**src/rtl/mmio_bus_if.sv**
```systemverilog
// Bus bundle between the CPU data-memory stage, the mmio_bus_ctl decoder and its slaves.
// The "slave" modport is the controller's view; "master" is the view of the CPU plus slave models.
interface mmio_bus_if #(
  parameter int NUM_SLV = 2,
  parameter int AW      = 32,
  parameter int DW      = 32
);
  logic                  m_req;
  logic                  m_we;
  logic [AW-1:0]         m_addr;
  logic [DW-1:0]         m_wdata;
  logic                  m_ready;
  logic                  m_rvalid;
  logic [DW-1:0]         m_rdata;
  logic                  m_err;
  logic [NUM_SLV-1:0]    s_req;
  logic                  s_we;
  logic [AW-1:0]         s_addr;
  logic [DW-1:0]         s_wdata;
  logic [NUM_SLV-1:0]    s_ack;
  logic [NUM_SLV*DW-1:0] s_rdata;

  modport master (
    output m_req, m_we, m_addr, m_wdata, s_ack, s_rdata,
    input  m_ready, m_rvalid, m_rdata, m_err, s_req, s_we, s_addr, s_wdata
  );

  modport slave (
    input  m_req, m_we, m_addr, m_wdata, s_ack, s_rdata,
    output m_ready, m_rvalid, m_rdata, m_err, s_req, s_we, s_addr, s_wdata
  );
endinterface

```
**src/rtl/mmio_bus_ctl.sv**
```systemverilog
// Memory-mapped bus controller: window decode, one-hot slave request, ack/timeout
// handling, registered response and sticky first-error logging.
//
// state | meaning
// IDLE  | m_ready high, waiting for m_req
// BUSY  | s_req[sel] high, waiting for s_ack[sel] or timeout
// RESP  | m_rvalid pulse with m_rdata/m_err
module mmio_bus_ctl #(
  parameter int                    NUM_SLV  = 2,
  parameter int                    AW       = 32,
  parameter int                    DW       = 32,
  parameter logic [NUM_SLV*AW-1:0] SLV_BASE = {32'h0000_0100, 32'h0000_0000},
  parameter logic [NUM_SLV*AW-1:0] SLV_MASK = {32'hFFFF_FF00, 32'hFFFF_FF00},
  parameter int                    TIMEOUT  = 16
) (
  input  logic          clk,
  input  logic          rst,
  mmio_bus_if.slave     bus,
  output logic          err_sticky,
  output logic [AW-1:0] err_addr,
  input  logic          err_clr
);

  localparam logic [1:0] ST_IDLE = 2'd0;
  localparam logic [1:0] ST_BUSY = 2'd1;
  localparam logic [1:0] ST_RESP = 2'd2;
  localparam int CW = $clog2(TIMEOUT + 1);
  localparam int SW = (NUM_SLV > 1) ? $clog2(NUM_SLV) : 1;

  logic [1:0]    state;
  logic [SW-1:0] sel;
  logic [CW-1:0] cnt;
  logic [AW-1:0] req_addr;

  logic          dec_hit;
  logic [SW-1:0] dec_sel;
  logic [AW-1:0] dec_off;
  logic          sel_ack;
  logic [DW-1:0] sel_rdata;
  logic          timeout;
  logic          accept;
  logic          err_evt;
  logic [AW-1:0] err_evt_addr;

  // Scan from the top so the lowest matching window is the one left standing.
  always_comb begin
    dec_hit = 1'b0;
    dec_sel = '0;
    dec_off = '0;
    for (int i = NUM_SLV - 1; i >= 0; i--) begin
      if ((bus.m_addr & SLV_MASK[i*AW +: AW]) == SLV_BASE[i*AW +: AW]) begin
        dec_hit = 1'b1;
        dec_sel = SW'(i);
        dec_off = bus.m_addr & ~SLV_MASK[i*AW +: AW];
      end
    end
  end

  assign sel_ack   = bus.s_ack[sel];
  assign sel_rdata = bus.s_rdata[sel*DW +: DW];
  assign timeout   = (cnt == CW'(TIMEOUT - 1));
  assign accept    = (state == ST_IDLE) && bus.m_req;

  assign bus.m_ready  = (state == ST_IDLE);
  assign bus.m_rvalid = (state == ST_RESP);

  always_comb begin
    bus.s_req = '0;
    if (state == ST_BUSY) bus.s_req[sel] = 1'b1;
  end

  always_ff @(posedge clk or posedge rst) begin
    if (rst) begin
      state       <= ST_IDLE;
      sel         <= '0;
      cnt         <= '0;
      req_addr    <= '0;
      bus.s_we    <= 1'b0;
      bus.s_addr  <= '0;
      bus.s_wdata <= '0;
      bus.m_err   <= 1'b0;
      bus.m_rdata <= '0;
    end else begin
      case (state)
        ST_IDLE: begin
          if (bus.m_req) begin
            req_addr <= bus.m_addr;
            if (dec_hit) begin
              sel         <= dec_sel;
              bus.s_we    <= bus.m_we;
              bus.s_addr  <= dec_off;
              bus.s_wdata <= bus.m_wdata;
              cnt         <= '0;
              state       <= ST_BUSY;
            end else begin
              bus.m_err   <= 1'b1;
              bus.m_rdata <= '0;
              state       <= ST_RESP;
            end
          end
        end
        ST_BUSY: begin
          // An ack on the last allowed cycle beats the timeout.
          if (sel_ack) begin
            bus.m_err   <= 1'b0;
            bus.m_rdata <= bus.s_we ? '0 : sel_rdata;
            state       <= ST_RESP;
          end else if (timeout) begin
            bus.m_err   <= 1'b1;
            bus.m_rdata <= '0;
            state       <= ST_RESP;
          end else begin
            cnt <= cnt + CW'(1);
          end
        end
        ST_RESP: state <= ST_IDLE;
        default: state <= ST_IDLE;
      endcase
    end
  end

  assign err_evt      = (accept && !dec_hit) ||
                        ((state == ST_BUSY) && !sel_ack && timeout);
  assign err_evt_addr = (state == ST_IDLE) ? bus.m_addr : req_addr;

  // A fresh error on the clearing edge is kept as the new first error.
  always_ff @(posedge clk or posedge rst) begin
    if (rst) begin
      err_sticky <= 1'b0;
      err_addr   <= '0;
    end else if (err_evt) begin
      err_sticky <= 1'b1;
      if (!err_sticky || err_clr) err_addr <= err_evt_addr;
    end else if (err_clr) begin
      err_sticky <= 1'b0;
      err_addr   <= '0;
    end
  end

endmodule

```
**src/flat_wrapper.sv**
```systemverilog
// flat-port wrapper written by rule: the top's interface ports become plain ports
module mmio_bus_ctl_flat 
#(
  parameter int                    NUM_SLV  = 2,
  parameter int                    AW       = 32,
  parameter int                    DW       = 32,
  parameter logic [NUM_SLV*AW-1:0] SLV_BASE = {32'h0000_0100, 32'h0000_0000},
  parameter logic [NUM_SLV*AW-1:0] SLV_MASK = {32'hFFFF_FF00, 32'hFFFF_FF00},
  parameter int                    TIMEOUT  = 16
)
  (clk, rst, err_sticky, err_addr, err_clr, bus_m_req, bus_m_we, bus_m_addr, bus_m_wdata, bus_s_ack, bus_s_rdata, bus_m_ready, bus_m_rvalid, bus_m_rdata, bus_m_err, bus_s_req, bus_s_we, bus_s_addr, bus_s_wdata);
  mmio_bus_if #(.NUM_SLV(NUM_SLV), .AW(AW), .DW(DW)) bus_i ();
  input  logic clk;
  input  logic rst;
  output logic err_sticky;
  output logic [AW-1:0] err_addr;
  input  logic err_clr;
  input wire logic [$bits(bus_i.m_req)-1:0] bus_m_req;
  input wire logic [$bits(bus_i.m_we)-1:0] bus_m_we;
  input wire logic [$bits(bus_i.m_addr)-1:0] bus_m_addr;
  input wire logic [$bits(bus_i.m_wdata)-1:0] bus_m_wdata;
  input wire logic [$bits(bus_i.s_ack)-1:0] bus_s_ack;
  input wire logic [$bits(bus_i.s_rdata)-1:0] bus_s_rdata;
  output wire logic [$bits(bus_i.m_ready)-1:0] bus_m_ready;
  output wire logic [$bits(bus_i.m_rvalid)-1:0] bus_m_rvalid;
  output wire logic [$bits(bus_i.m_rdata)-1:0] bus_m_rdata;
  output wire logic [$bits(bus_i.m_err)-1:0] bus_m_err;
  output wire logic [$bits(bus_i.s_req)-1:0] bus_s_req;
  output wire logic [$bits(bus_i.s_we)-1:0] bus_s_we;
  output wire logic [$bits(bus_i.s_addr)-1:0] bus_s_addr;
  output wire logic [$bits(bus_i.s_wdata)-1:0] bus_s_wdata;
  assign bus_i.m_req = bus_m_req;
  assign bus_i.m_we = bus_m_we;
  assign bus_i.m_addr = bus_m_addr;
  assign bus_i.m_wdata = bus_m_wdata;
  assign bus_i.s_ack = bus_s_ack;
  assign bus_i.s_rdata = bus_s_rdata;
  assign bus_m_ready = bus_i.m_ready;
  assign bus_m_rvalid = bus_i.m_rvalid;
  assign bus_m_rdata = bus_i.m_rdata;
  assign bus_m_err = bus_i.m_err;
  assign bus_s_req = bus_i.s_req;
  assign bus_s_we = bus_i.s_we;
  assign bus_s_addr = bus_i.s_addr;
  assign bus_s_wdata = bus_i.s_wdata;
  mmio_bus_ctl #(.NUM_SLV(NUM_SLV), .AW(AW), .DW(DW), .SLV_BASE(SLV_BASE), .SLV_MASK(SLV_MASK), .TIMEOUT(TIMEOUT)) u_core (.clk(clk), .rst(rst), .bus(bus_i), .err_sticky(err_sticky), .err_addr(err_addr), .err_clr(err_clr));
endmodule
```
**config.mk**
```make
export PLATFORM = sky130hd
export DESIGN_NAME = mmio_bus_ctl_flat
export DESIGN_NICKNAME = d
export VERILOG_FILES = /design/src/rtl/mmio_bus_if.sv /design/src/rtl/mmio_bus_ctl.sv /design/src/flat_wrapper.sv
export SDC_FILE = /design/constraint.sdc
export NUM_CORES = 1
export LEC_CHECK = 0
export CORE_MARGIN = 8
export CORE_UTILIZATION = 40
export CTS_CLUSTER_DIAMETER = 80
export CTS_CLUSTER_SIZE = 30
export DETAILED_ROUTE_END_ITERATION = 7
export PLACE_DENSITY = 0.89
export SLEW_MARGIN = 5
export SYNTH_ARGS = -nofsm -noshare
export SYNTH_HDL_FRONTEND = slang
export SYNTH_SLANG_ARGS = --single-unit
```
**constraint.sdc**
```tcl
create_clock -name clk -period 5.05 [get_ports clk]
set_input_delay 1.01 -clock clk [delete_from_list [all_inputs] [get_ports clk]]
set_output_delay 1.01 -clock clk [all_outputs]
set_load 0.005 [all_outputs]
```
==> metrics.csv <==
metric,value,unit
track_usage,0.1811,
multi_input_area,2779,sq um
seqPwrFrac,0.419,
grt_pass1_wl,30.84,mm
stdcell_area,9946,sq um
peakVddDrop,0.0002355,V
crit_path_end_kind,flop,
regArea,3680,sq um
crit_path_max_fanout,23,
die_width,145.8,um
postSynthAreaPerCell,12.06,sq um
slew_headroom,0.2665,
critPathKind,in -> reg,
portBuffers,245,
drive_gt1_frac,0.08642,
cp.arrival,3.61,ns
tightest_slew,1.100,ns
comb_power_share,0.123,
dp.cells,998,
async_reset_ff_frac,1.000,
core,16520,sq um
boundaryPins,270,
clock_latency,0.41,ns
final_cells,1030,
gp_congestion,0.8026,
cts.htree.levels,4,
crit_family,buffers and inverters,
power_density,307.2,nW/um^2
place_area,9286,sq um
hold_viol,0,
synth-seq-area-share,0.5459,
timing.critical_path.buf_inv,2,
grt_overflow,0,
cts_tree,done,
num_rows,47,
syn2layout_area_growth,47.59,%
wl,19.11,mm
netlist_area,6739,sq um
min_period,3.281,ns
drt_iter0_drc,194,
p_sw_frac,0.2276,
nNetsFinal,934,
max_freq,304.8,MHz
cts_resized,0,
remaining_drc_errors,0,
worstSetupStartpointType,primary input,
maxCapViolations,0,
cts.path.max_buffers,2,
dr_total_vias,5006,
min-delay-start,u_core.req_addr[19],
finalSetupViolCount,0,
p_clk_frac,0.458,
clock_sinks,147,
ctsHoldBuffers,0,
cp.required,5.37,ns
clock_skew,0.005797,ns
antenna_found_initial,0,
wl_per_cell,18.56,um
ys_ff_latch,147,
n_antenna_cell,0,
slowest_delay,0.66,ns
grt_pass1_vias,5491,
synth_warnings,0,
internal_power,2.360,mW
status,"finished, final reports clean",
grt_max_degree,102,
power.leakage,4.619,nW
switching_power,695.3,uW
r2r_start,u_core.sel,
dieArea,21260,sq um
cts_setup_buffers,0,
fin_crit_sh,0.6496,
final_antenna_net_count,0,
path_cells,"clkdlybuf4s50_1, nor4_1, o311ai_2, o221ai_4, buf_4, mux2i_1",
yosysUniqueCellTypes,41,
hold_path.class,reg -> reg,
fin_tns_setup,0,ns
cts_root_buf,clkbuf_16,
cts_buffers,17,
rsz0062_at_grt,false,
startpoint,bus_m_addr[12],
synth_edf_count,0,
hpwl,13.93,mm
dr.pass1.iters,4,
vias_per_cell,4.860,
die_h,145.8,um
initial_utilization,0.4078,
synthFlopType,dfrtp_1,
fillers,1358,
clk_pin_slew,0.06,ns
synthCells,559,
report.final.slew_viol_count,0,
slowest_stage,nor4_1,
Yosys cell counts (all sizes together), types with 2 or more instances:
cell type | instances | area (sq um)
ha | 2 | 25.02
clkbuf | 18 | 67.56
nor4 | 5 | 56.31
nand2 | 101 | 379.1
nor2b | 2 | 12.51
nand2b | 35 | 219.0
mux2 | 43 | 488.0
buf | 39 | 295.3
o21ai | 2 | 10.01
nand3 | 4 | 20.02
o2bb2ai | 32 | 280.3
dfrtp | 147 | 3679
inv | 6 | 22.52
o311ai | 2 | 25.03
mux2i | 97 | 970.9
and2 | 2 | 12.51
nor2 | 4 | 22.52
o22ai | 2 | 12.51
nor3 | 3 | 20.02
worst paths after layout:
check / end / slack [ns] / cells past startpoint
worst min-delay path: u_core.req_addr[19] / 0.47 / 2
worst max register to register: u_core.err_addr[28] / 2.22 / 5
max in group asynchronous: u_core.req_addr[15] / 3.06 / 3
worst min register to register: u_core.req_addr[19] / 0.47 / 2
worst max-delay path: u_core.err_addr[28] / 1.77 / 6
min in group asynchronous: u_core.bus.s_wdata[5] / 1.19 / 2
registers in the layout, indices dropped and copies added (netlist names), 2 cells and up:
name                count
u_core.err_addr        32
u_core.state            2
u_core.cnt              5
u_core.bus.s_addr       8
u_core.bus.s_wdata     32
u_core.bus.m_rdata     32
u_core.req_addr        32
power by group through the flow:
| stage | Combinational, mW | Sequential, mW | Clock (mW) |
|---|---|---|---|
| finish | 0.377 | 1.28 | 1.40 |
| global route | 0.415 | 1.29 | 1.48 |
| CTS | 0.383 | 1.28 | 1.44 |
| detailed placement | 0.381 | 1.30 | 0 |
| global placement | 0.373 | 1.30 | 0 |
| floorplan | 0.169 | 1.29 | 0 |
cells in the final DEF, fill, tap and decap left out, types with 3 or more instances in the layout:
master	synthesis	layout
buf_4	26	7
bufinv_16	0	5
clkbuf_16	0	17
clkdlybuf4s50_1	0	245
clkinvlp_4	0	4
conb_1	1	24
dfrtp_1	147	146
inv_1	6	5
mux2_1	25	25
mux2_2	17	17
mux2i_1	97	97
nand2_1	101	101
nand2b_1	35	35
nand3_1	4	4
nor2_1	3	3
nor4_2	4	4
o2bb2ai_1	32	32
logic make-up (layout without fill, tap and decap cells):
family,Yosys count,count (layout),share of synthesized area
DFF,147,147,0.5459
other,1,24,0.0005565
AOI/OAI and AO/OA,43,43,0.05756
buffers and inverters,63,291,0.05718
adders and majority gates,2,2,0.003713
muxes,140,140,0.2165
and+or+nand+nor,162,162,0.1173
xor gates and xnor gates,1,1,0.001300
worst register-to-register path: stages, from the launching register on:
cell and delay [ns]:
dfrtp_2 1.04, mux2_4 0.36, o311ai_2 0.13, o221ai_4 0.47, buf_4 0.49, mux2i_1 0.27
final cells by class:
type	count	area share
inverter	6	0.002768
clock inverter	12	0.02038
timing repair buffer	253	0.2539
clock buffer	20	0.04592
tap	220	0.02768
multi-input combinational	372	0.2794
sequential	147	0.3700
stage by stage:
step           utilization  setup WS (ns)  total power [mW]  hold WS (ns)
2_1_floorplan            -        0.08867             1.463        0.4450
4_1_cts             0.6019          1.730             3.100        0.4769
3_5_place_dp        0.5620          1.333             1.680        0.4616
6_report            0.6019          1.769             3.055        0.4726
3_3_place_gp        0.5620          1.326             1.668        0.4562
5_1_grt             0.6019          1.617             3.184        0.4957
routing by layer:
layer  part of all wire  routed length, um  vias to the layer above  track usage
li1                   -                  -                     2350            -
met1               0.41               7803                     2467       0.2109
met2               0.49               9419                      171       0.2986
met3              0.083               1587                       18      0.07245
met4              0.016                303                        0      0.05934
met5                  0                  0                        -            0
Note: power is estimated with default switching activity, not from simulation.
